$ cat src/rtl/sub3.sv
// sub3: pipelined three-operand unsigned subtractor q = a - b - c with valid, stall and sign flag.
module sub3 #(
  parameter int latency = 3,
  parameter int a_bits  = 32,
  parameter int b_bits  = 32,
  parameter int c_bits  = 32,
  parameter int q_bits  = 32
) (
  input  logic              i_clk,
  input  logic              i_rst,
  input  logic              i_ce,
  input  logic              i_valid,
  input  logic [a_bits-1:0] i_a,
  input  logic [b_bits-1:0] i_b,
  input  logic [c_bits-1:0] i_c,
  output logic              o_valid,
  output logic [q_bits-1:0] o_q,
  output logic              o_neg
);
  localparam int W = q_bits + 2;
  logic [W-1:0]       d [latency];
  logic [c_bits-1:0]  c [latency];
  logic [W-1:0]       r [latency];
  logic [latency-1:0] v1, v2;
  logic               unused_bit;
  always_ff @(posedge i_clk) begin
    if (i_rst) begin
      for (int i = 0; i < latency; i++) begin
        d[i] <= '0;
        c[i] <= '0;
        r[i] <= '0;
      end
      v1 <= '0;
      v2 <= '0;
    end else if (i_ce) begin
      d[0]  <= W'(i_a) - W'(i_b);
      c[0]  <= i_c;
      v1[0] <= i_valid;
      r[0]  <= d[latency-1] - W'(c[latency-1]);
      v2[0] <= v1[latency-1];
      for (int i = 1; i < latency; i++) begin
        d[i]  <= d[i-1];
        c[i]  <= c[i-1];
        v1[i] <= v1[i-1];
        r[i]  <= r[i-1];
        v2[i] <= v2[i-1];
      end
    end
  end
  assign o_q        = r[latency-1][q_bits-1:0];
  assign o_neg      = r[latency-1][W-1];
  assign o_valid    = v2[latency-1];
  assign unused_bit = r[latency-1][q_bits];
endmodule
$ cat config.mk
export PLATFORM = sky130hd
export DESIGN_NAME = sub3
export DESIGN_NICKNAME = d
export VERILOG_FILES = /design/src/rtl/sub3.sv
export SDC_FILE = /design/constraint.sdc
export NUM_CORES = 1
export LEC_CHECK = 0
export BUFFER_PORTS_ARGS = -buffer_cell sky130_fd_sc_hd__buf_2
export CAP_MARGIN = 5
export CELL_PAD_IN_SITES_DETAIL_PLACEMENT = 0
export CELL_PAD_IN_SITES_GLOBAL_PLACEMENT = 1
export CORE_MARGIN = 2
export CORE_UTILIZATION = 35
export CTS_CLUSTER_SIZE = 28
export DETAILED_ROUTE_END_ITERATION = 7
export PLACE_DENSITY = 0.62
export SETUP_SLACK_MARGIN = 0.05
export SLEW_MARGIN = 15
export SYNTH_ARGS = -nofsm -noshare
export SYNTH_HDL_FRONTEND = slang
export SYNTH_SLANG_ARGS = --single-unit
$ cat constraint.sdc
create_clock -name i_clk -period 7.12 [get_ports i_clk]
set_input_delay 0.712 -clock i_clk [delete_from_list [all_inputs] [get_ports i_clk]]
set_output_delay 0.712 -clock i_clk [all_outputs]
set_load 0.03 [all_outputs]
==> impl_metrics.py, run 1 <==
metrics = {
    "place": {
        "io_buffers": 133,
        "place_hpwl_um": 18400,
        "post_dp_cell_area_mm2": 0.0159,
        "gp_congestion": 0.810,
    },
    "clock_tree": {
        "worst_setup_hold_path_clk_slew_ns": 0.06,
        "cts_buffers": 35,
        "cts_root_buf": "clkbuf_16",
        "insertion_delay_ns": 0.51,
        "postCtsHoldBufs": 0,
        "postCtsSetupBuffers": 0,
        "cts_tree": "built",
        "ctsResizeCount": 0,
        "clock-sinks": 300,
        "htree_levels": 2,
        "clockBufferDepth": 3,
    },
    "worst_setup_path": {
        "critPathCaptureType": "register",
        "crit_type": "reg -> reg",
        "crit_fanout": 4,
        "start_kind": "register",
        "crit_required_ns": 7.34,
        "cp.arrival_ns": 3.25,
    },
    "pwr": {
        "peakVddDrop_mv": 0.133,
        "power.switching_mw": 1.05,
        "combPwrFrac_pct": 13.0,
        "leakage_nw": 7.09,
        "power_frac_seq_pct": 48.4,
        "clock_power_share_pct": 38.7,
        "p_sw_share_pct": 24.0,
        "p_int_mw": 3.33,
        "power_density_mw_per_mm2": 258,
    },
    "drt": {
        "drt_iter0_drc": 537,
        "detail-route-antenna-nets": 0,
        "remaining_drc_errors": 0,
        "routed_wl_um": 27000,
        "vias_per_cell": 4.60,
        "dr.pass1.iters": 7,
        "wl_per_cell_um": 14.3,
        "vias": 8699,
    },
    "layout": {
        "fillers": 4011,
        "multiInputGateArea_mm2": 0.00522,
        "layout.area.seq_mm2": 0.00895,
        "final_area_mm2": 0.0170,
        "antenna_cells": 0,
        "finish.utilization_pct": 40.5,
        "layout_common_cells": "294 x edfxtp_1, 230 x and2_1, 133 x buf_2",
        "final_common_cell": "edfxtp_1",
        "synthToLayoutAreaGrowth_pct": 14.0,
        "drive_gt1_share_pct": 16.7,
        "nets": 1493,
    },
    "logic_synthesis": {
        "synth_edf_count": 294,
        "synthTopCellsByArea": "edfxtp_1 59%, and2_1 9.7%, ha_1 5.4%",
        "yosysUniqueCellTypes": 73,
        "ys.flop_type": "edfxtp_1",
        "syn_area_mm2": 0.0149,
        "avgSynthCellArea_um2": 12.1,
        "synth-seq-cells": 300,
        "async_flop_share_pct": 0,
        "synth_top_area_cell": "edfxtp_1",
        "synthCells": 1232,
        "yosysTopAreaCellShare_pct": 59.2,
        "yosysWarningCount": 0,
        "seq_area_frac_synth_pct": 60.0,
        "synth_nets": 1398,
    },
    "global_route": {
        "grt_pass1_vias": 8670,
        "grt_pass1_wl_um": 44700,
        "grt_max_degree": 145,
        "antenna_found_initial": 0,
        "grt_remaining_overflow": 0,
        "grtUsageTotal_pct": 12.5,
    },
    "sta": {
        "drv_slew": 0,
        "final-setup-viol-count": 0,
        "fin_setup_tns_ns": 0,
        "rsz0062_at_grt": "no",
        "timing.hold.ws_ns": 0.440,
        "skew_ns": 0.0110,
        "relSlewSlack_pct": 32.3,
        "layout_min_cycle_time_ns": 3.03,
        "period_share_pct": 42.6,
        "tightest_slew_ns": 1.02,
        "fmax_ghz": 0.330,
        "final-hold-violation-count": 0,
    },
    "run_status": {
        "status": "finished, final reports clean",
    },
    "die": {
        "dieArea_mm2": 0.0443,
        "core_area_mm2": 0.0419,
        "ioPinCount": 134,
        "fp.dieW_um": 210,
        "rows": 75,
        "die_h_um": 210,
        "start_util_pct": 35.5,
    },
    "min_path": {
        "min_path_type": "in -> reg",
    },
    "run": {
        "drv_cap": 0,
    },
}
-- final cells by class --
| cell class | instances | area share [%] |
|---|---|---|
| Clock buffer | 40 | 5.52 |
| Clock inverter | 22 | 0.972 |
| Inverter | 83 | 1.83 |
| Multi-Input combinational cell | 767 | 30.7 |
| Sequential cell | 300 | 52.7 |
| Tap cell | 539 | 3.97 |
| Timing Repair Buffer | 140 | 4.30 |
-- kinds of logic after synthesis --
logic type      after synthesis  synth area share (%)
flops                       300                  60.0
mux                          13                 0.873
simple gates                452                  16.8
xor+xnor                     37                  2.17
fa+ha+maj                    66                  5.64
compound gates              199                  9.49
buf+inv                     165                  5.04
-- per-stage QoR --
stage | power, mW | setup slack [ns] | cells
detailed placement | 2.74 | 3.87 | 1829
floorplan | 2.60 | 1.91 | 1232
global route | 4.60 | 3.76 | 1891
global placement | 2.73 | 3.88 | 1829
CTS | 4.46 | 4.03 | 1891
finish | 4.39 | 4.09 | 1891
-- worst paths after layout --
check,start,end,slack (ns),cells past startpoint
worst max-delay path,d[0][68],r[0][30],4.09,11
worst min-delay path,i_valid,v1[0],0.44,3
worst max register to register,d[0][68],r[0][30],4.09,11
worst min register to register,v2[2],v2[2],0.49,2
-- power groups by stage --
stage	combinational, mW	sequential [mW]	clock [mW]
floorplan	0.444	2.16	0
global placement	0.573	2.16	0
detailed placement	0.576	2.16	0
CTS	0.578	2.12	1.76
global route	0.646	2.14	1.82
finish	0.569	2.12	1.70
-- cells in the mapped netlist (13+ instances only) --
library cell  count
buf_4            32
xor2_1           14
nand2b_1         13
nand2_1          47
ha_1             64
nand4_1          15
xnor2_1          23
a21oi_1          53
edfxtp_1        294
nor3_1           18
nor2_1           84
inv_1            83
a21o_1           26
o21ai_0          30
and2_1          230
mux2i_1          13
clkbuf_1         42
-- sequential cells by signal (all words and copies together), names as in the netlist --
name / flops
v2: 3
c: 96
d: 99
v1: 3
r: 99
-- metal layers --
metal,GRT usage [%],part of all wire (%),up-vias
met2,20.3,46,149
met4,5.06,3.0,0
met5,0,0,-
met1,16.6,47,3992
li1,-,-,4510
met3,2.09,3.7,48
-- worst max-delay path, stage by stage (launching register included) --
cell	delay [ns]
edfxtp_1	0.33
inv_1	0.05
ha_1	0.21
fa_1	0.38
nor2b_1	0.17
o21ai_1	0.08
a21boi_0	0.36
o31a_1	0.25
o21ai_0	0.23
o21ai_2	0.30
mux2i_1	0.20
o311ai_0	0.16
Note: power is estimated with default switching activity, not from simulation.
==> run 2, diff against run 1 <==
--- a/config.mk
+++ b/config.mk
@@ -5,6 +5,7 @@
 export SDC_FILE = /design/constraint.sdc
 export NUM_CORES = 1
 export LEC_CHECK = 0
+export ABC_AREA = 1
 export BUFFER_PORTS_ARGS = -buffer_cell sky130_fd_sc_hd__buf_2
 export CAP_MARGIN = 5
 export CELL_PAD_IN_SITES_DETAIL_PLACEMENT = 0
@@ -13,7 +14,7 @@
 export CORE_UTILIZATION = 35
 export CTS_CLUSTER_SIZE = 28
 export DETAILED_ROUTE_END_ITERATION = 7
-export PLACE_DENSITY = 0.62
+export PLACE_DENSITY = 0.65
 export SETUP_SLACK_MARGIN = 0.05
 export SLEW_MARGIN = 15
 export SYNTH_ARGS = -nofsm -noshare
==> constraint.sdc (replaced) <==
create_clock -name i_clk -period 3.08 [get_ports i_clk]
set_input_delay 0.308 -clock i_clk [delete_from_list [all_inputs] [get_ports i_clk]]
set_output_delay 0.308 -clock i_clk [all_outputs]
set_load 0.03 [all_outputs]
==> run 2 against run 1 <==
  * Worst setup slack worse by 3.1 ns
  * Sequential power up 130%
  * Hold slack got worse by 0.40 ns
  * Clock skew down 0.0029 ns
  * First-iteration DRC count is 26% higher
  * Die area increased by 9.2%
  * Maximum frequency is 43% higher
  * Highest routed layer unchanged
==> impl_metrics.py, run 2 <==
metrics = {
    "run_status": {
        "status": "finished, final reports clean",
    },
    "global_route": {
        "antenna_found_initial": 0,
        "grt_max_degree": 87,
        "grt_pass1_wl_um": 57500,
        "grtUsageTotal_pct": 15.0,
        "grt_pass1_vias": 11300,
        "grt_remaining_overflow": 0,
    },
    "logic_synthesis": {
        "syn_area_mm2": 0.0163,
        "synthCells": 1917,
        "async_flop_share_pct": 0,
        "yosysUniqueCellTypes": 37,
        "synth_top_area_cell": "edfxtp_1",
        "avgSynthCellArea_um2": 8.51,
        "yosysMostFrequentCell": "inv_1",
        "synthTopCellsByArea": "edfxtp_1 54%, inv_1 11%, nand2_1 8.5%",
        "yosysWarningCount": 0,
        "ys.flop_type": "edfxtp_1",
        "synth_edf_count": 294,
        "yosysTopAreaCellShare_pct": 54.1,
        "seq_area_frac_synth_pct": 54.9,
        "synth_nets": 2083,
        "synth-seq-cells": 300,
        "synthTopCellsByCount": "464 x inv_1, 368 x nand2_1, 355 x nor2_1",
    },
    "clock_tree": {
        "clock-sinks": 300,
        "cts_root_buf": "clkbuf_16",
        "htree_levels": 1,
        "postCtsSetupBuffers": 0,
        "postCtsHoldBufs": 1,
        "insertion_delay_ns": 0.56,
        "ctsResizeCount": 0,
        "cts_tree": "built",
        "cts_buffers": 31,
        "clockBufferDepth": 3,
        "worst_setup_hold_path_clk_slew_ns": 0.06,
    },
    "die": {
        "rows": 79,
        "die_h_um": 220,
        "dieArea_mm2": 0.0483,
        "core_area_mm2": 0.0463,
        "fp.dieW_um": 220,
        "ioPinCount": 134,
        "start_util_pct": 35.3,
    },
    "drt": {
        "detail-route-antenna-nets": 0,
        "vias_per_cell": 4.31,
        "dr.pass1.iters": 5,
        "remaining_drc_errors": 0,
        "wl_per_cell_um": 13.2,
        "drt_iter0_drc": 675,
        "routed_wl_um": 35200,
        "vias": 11500,
    },
    "worst_setup_path": {
        "slowest_delay_ns": 0.38,
        "critPathCaptureType": "register",
        "crit_required_ns": 3.39,
        "crit_fanout": 5,
        "cp.arrival_ns": 2.43,
        "start_kind": "register",
        "slowest_stage": "edfxtp_1",
        "cp_cell_sequence": "inv_1, ha_1, a21oi_1, inv_1, nor2_1, nand2_1, a21oi_1, nand3_2, nand2_1, nor2_1",
        "crit_type": "reg -> reg",
    },
    "sta": {
        "fin_setup_tns_ns": 0,
        "period_share_pct": 68.9,
        "skew_ns": 0.00807,
        "rsz0062_at_grt": "no",
        "drv_slew": 0,
        "relSlewSlack_pct": 51.2,
        "fmax_ghz": 0.471,
        "final-hold-violation-count": 0,
        "tightest_slew_ns": 0.732,
        "layout_min_cycle_time_ns": 2.12,
        "final-setup-viol-count": 0,
    },
    "layout": {
        "layout_common_cells": "464 x inv_1, 367 x nand2_1, 354 x nor2_1",
        "drive_gt1_share_pct": 13.1,
        "nets": 2200,
        "synthToLayoutAreaGrowth_pct": 14.0,
        "final_common_cell": "inv_1",
        "top_regs": "d (99), r (99), c (96)",
        "finish.utilization_pct": 40.2,
        "antenna_cells": 0,
    },
    "pwr": {
        "power_density_mw_per_mm2": 550,
        "p_int_mw": 7.48,
        "clock_power_share_pct": 36.1,
        "p_sw_share_pct": 26.8,
        "combPwrFrac_pct": 16.0,
        "leakage_nw": 8.87,
        "power.switching_mw": 2.73,
        "power_frac_seq_pct": 47.9,
        "peakVddDrop_mv": 0.411,
    },
    "place": {
        "io_buffers": 133,
        "place_hpwl_um": 26900,
        "gp_congestion": 0.844,
    },
    "run": {
        "drv_cap": 0,
    },
    "min_path": {
        "min_path_type": "in -> reg",
    },
}
-- run 2: changes by cell type after synthesis, moves of 23 or more --
| cell | previous run | this run |
|---|---|---|
| a21o_1 | 26 | 2 |
| a21oi_1 | 53 | 91 |
| and2_1 | 230 | 3 |
| clkbuf_1 | 42 | 10 |
| inv_1 | 83 | 464 |
| nand2_1 | 47 | 368 |
| nand2_2 | 0 | 24 |
| nand3_1 | 11 | 55 |
| nor2_1 | 84 | 355 |
| xnor2_1 | 23 | 0 |
-- run 2: cells by family (layout without fill, tap and decap cells) --
group | Yosys count | in the layout | share of synthesized area [%]
flip-flops | 300 | 300 | 54.9
buffers and inverters | 549 | 690 | 13.5
adder cells (fa/ha/maj) | 66 | 66 | 5.16
AND/OR/NAND/NOR | 855 | 855 | 21.7
AO/OA/AOI/OAI | 147 | 147 | 4.76
-- run 2: power groups by stage --
stage	combinational (mW)	clock (mW)	sequential (mW)
6_report	1.63	3.69	4.90
3_3_place_gp	1.65	0	4.98
5_1_grt	1.88	3.99	4.92
4_1_cts	1.66	3.82	4.90
2_1_floorplan	1.18	0	4.97
3_5_place_dp	1.65	0	4.99
-- run 2: final timing paths --
check	from	to	slack [ns]	cells past startpoint
setup / recovery	c[0][83]	r[0][28]	0.96	10
hold / removal	i_c[25]	c[0][25]	0.04	3
setup reg to reg	c[0][83]	r[0][28]	0.96	10
hold reg to reg	v1[0]	v1[1]	0.47	2
-- run 2: area by class of cell --
type | count | area (µm²)
fillers | 4707 | 27700
flip-flops and latches | 300 | 8950
multi-input cells | 1068 | 5170
inverters | 485 | 1830
repair buffers | 148 | 881
clock buffers | 33 | 783
well taps | 607 | 759
clock inverters | 24 | 220
-- run 2: stage by stage --
step	power, mW	hold slack (ns)	instance area (µm²)	worst slack (ns)	cells
floorplan	6.15	0.421	16300	0.245	1917
global placement	6.64	0.454	17600	0.864	2607
detailed placement	6.64	0.458	17600	0.850	2607
CTS	10.4	0.0109	18600	0.937	2665
global route	10.8	0.0446	18600	0.756	2665
finish	10.2	0.0436	18600	0.957	2665
-- run 2: worst max-delay path, delay by kind of cell (launching register included) --
family,cells,cell delay (ns)
flops,1,0.38
simple gates,5,0.40
compound gates,2,0.56
fa+ha+maj,1,0.35
buf+inv,2,0.18
-- run 2: per-layer routing --
layer,routed length (µm),track usage (%),part of all wire [%],up-vias
met3,1390,1.95,3.9,52
met1,15800,19.1,45,5103
met2,17200,26.7,49,217
li1,-,-,-,6109
met5,0,0,0,-
met4,889,4.32,2.5,0
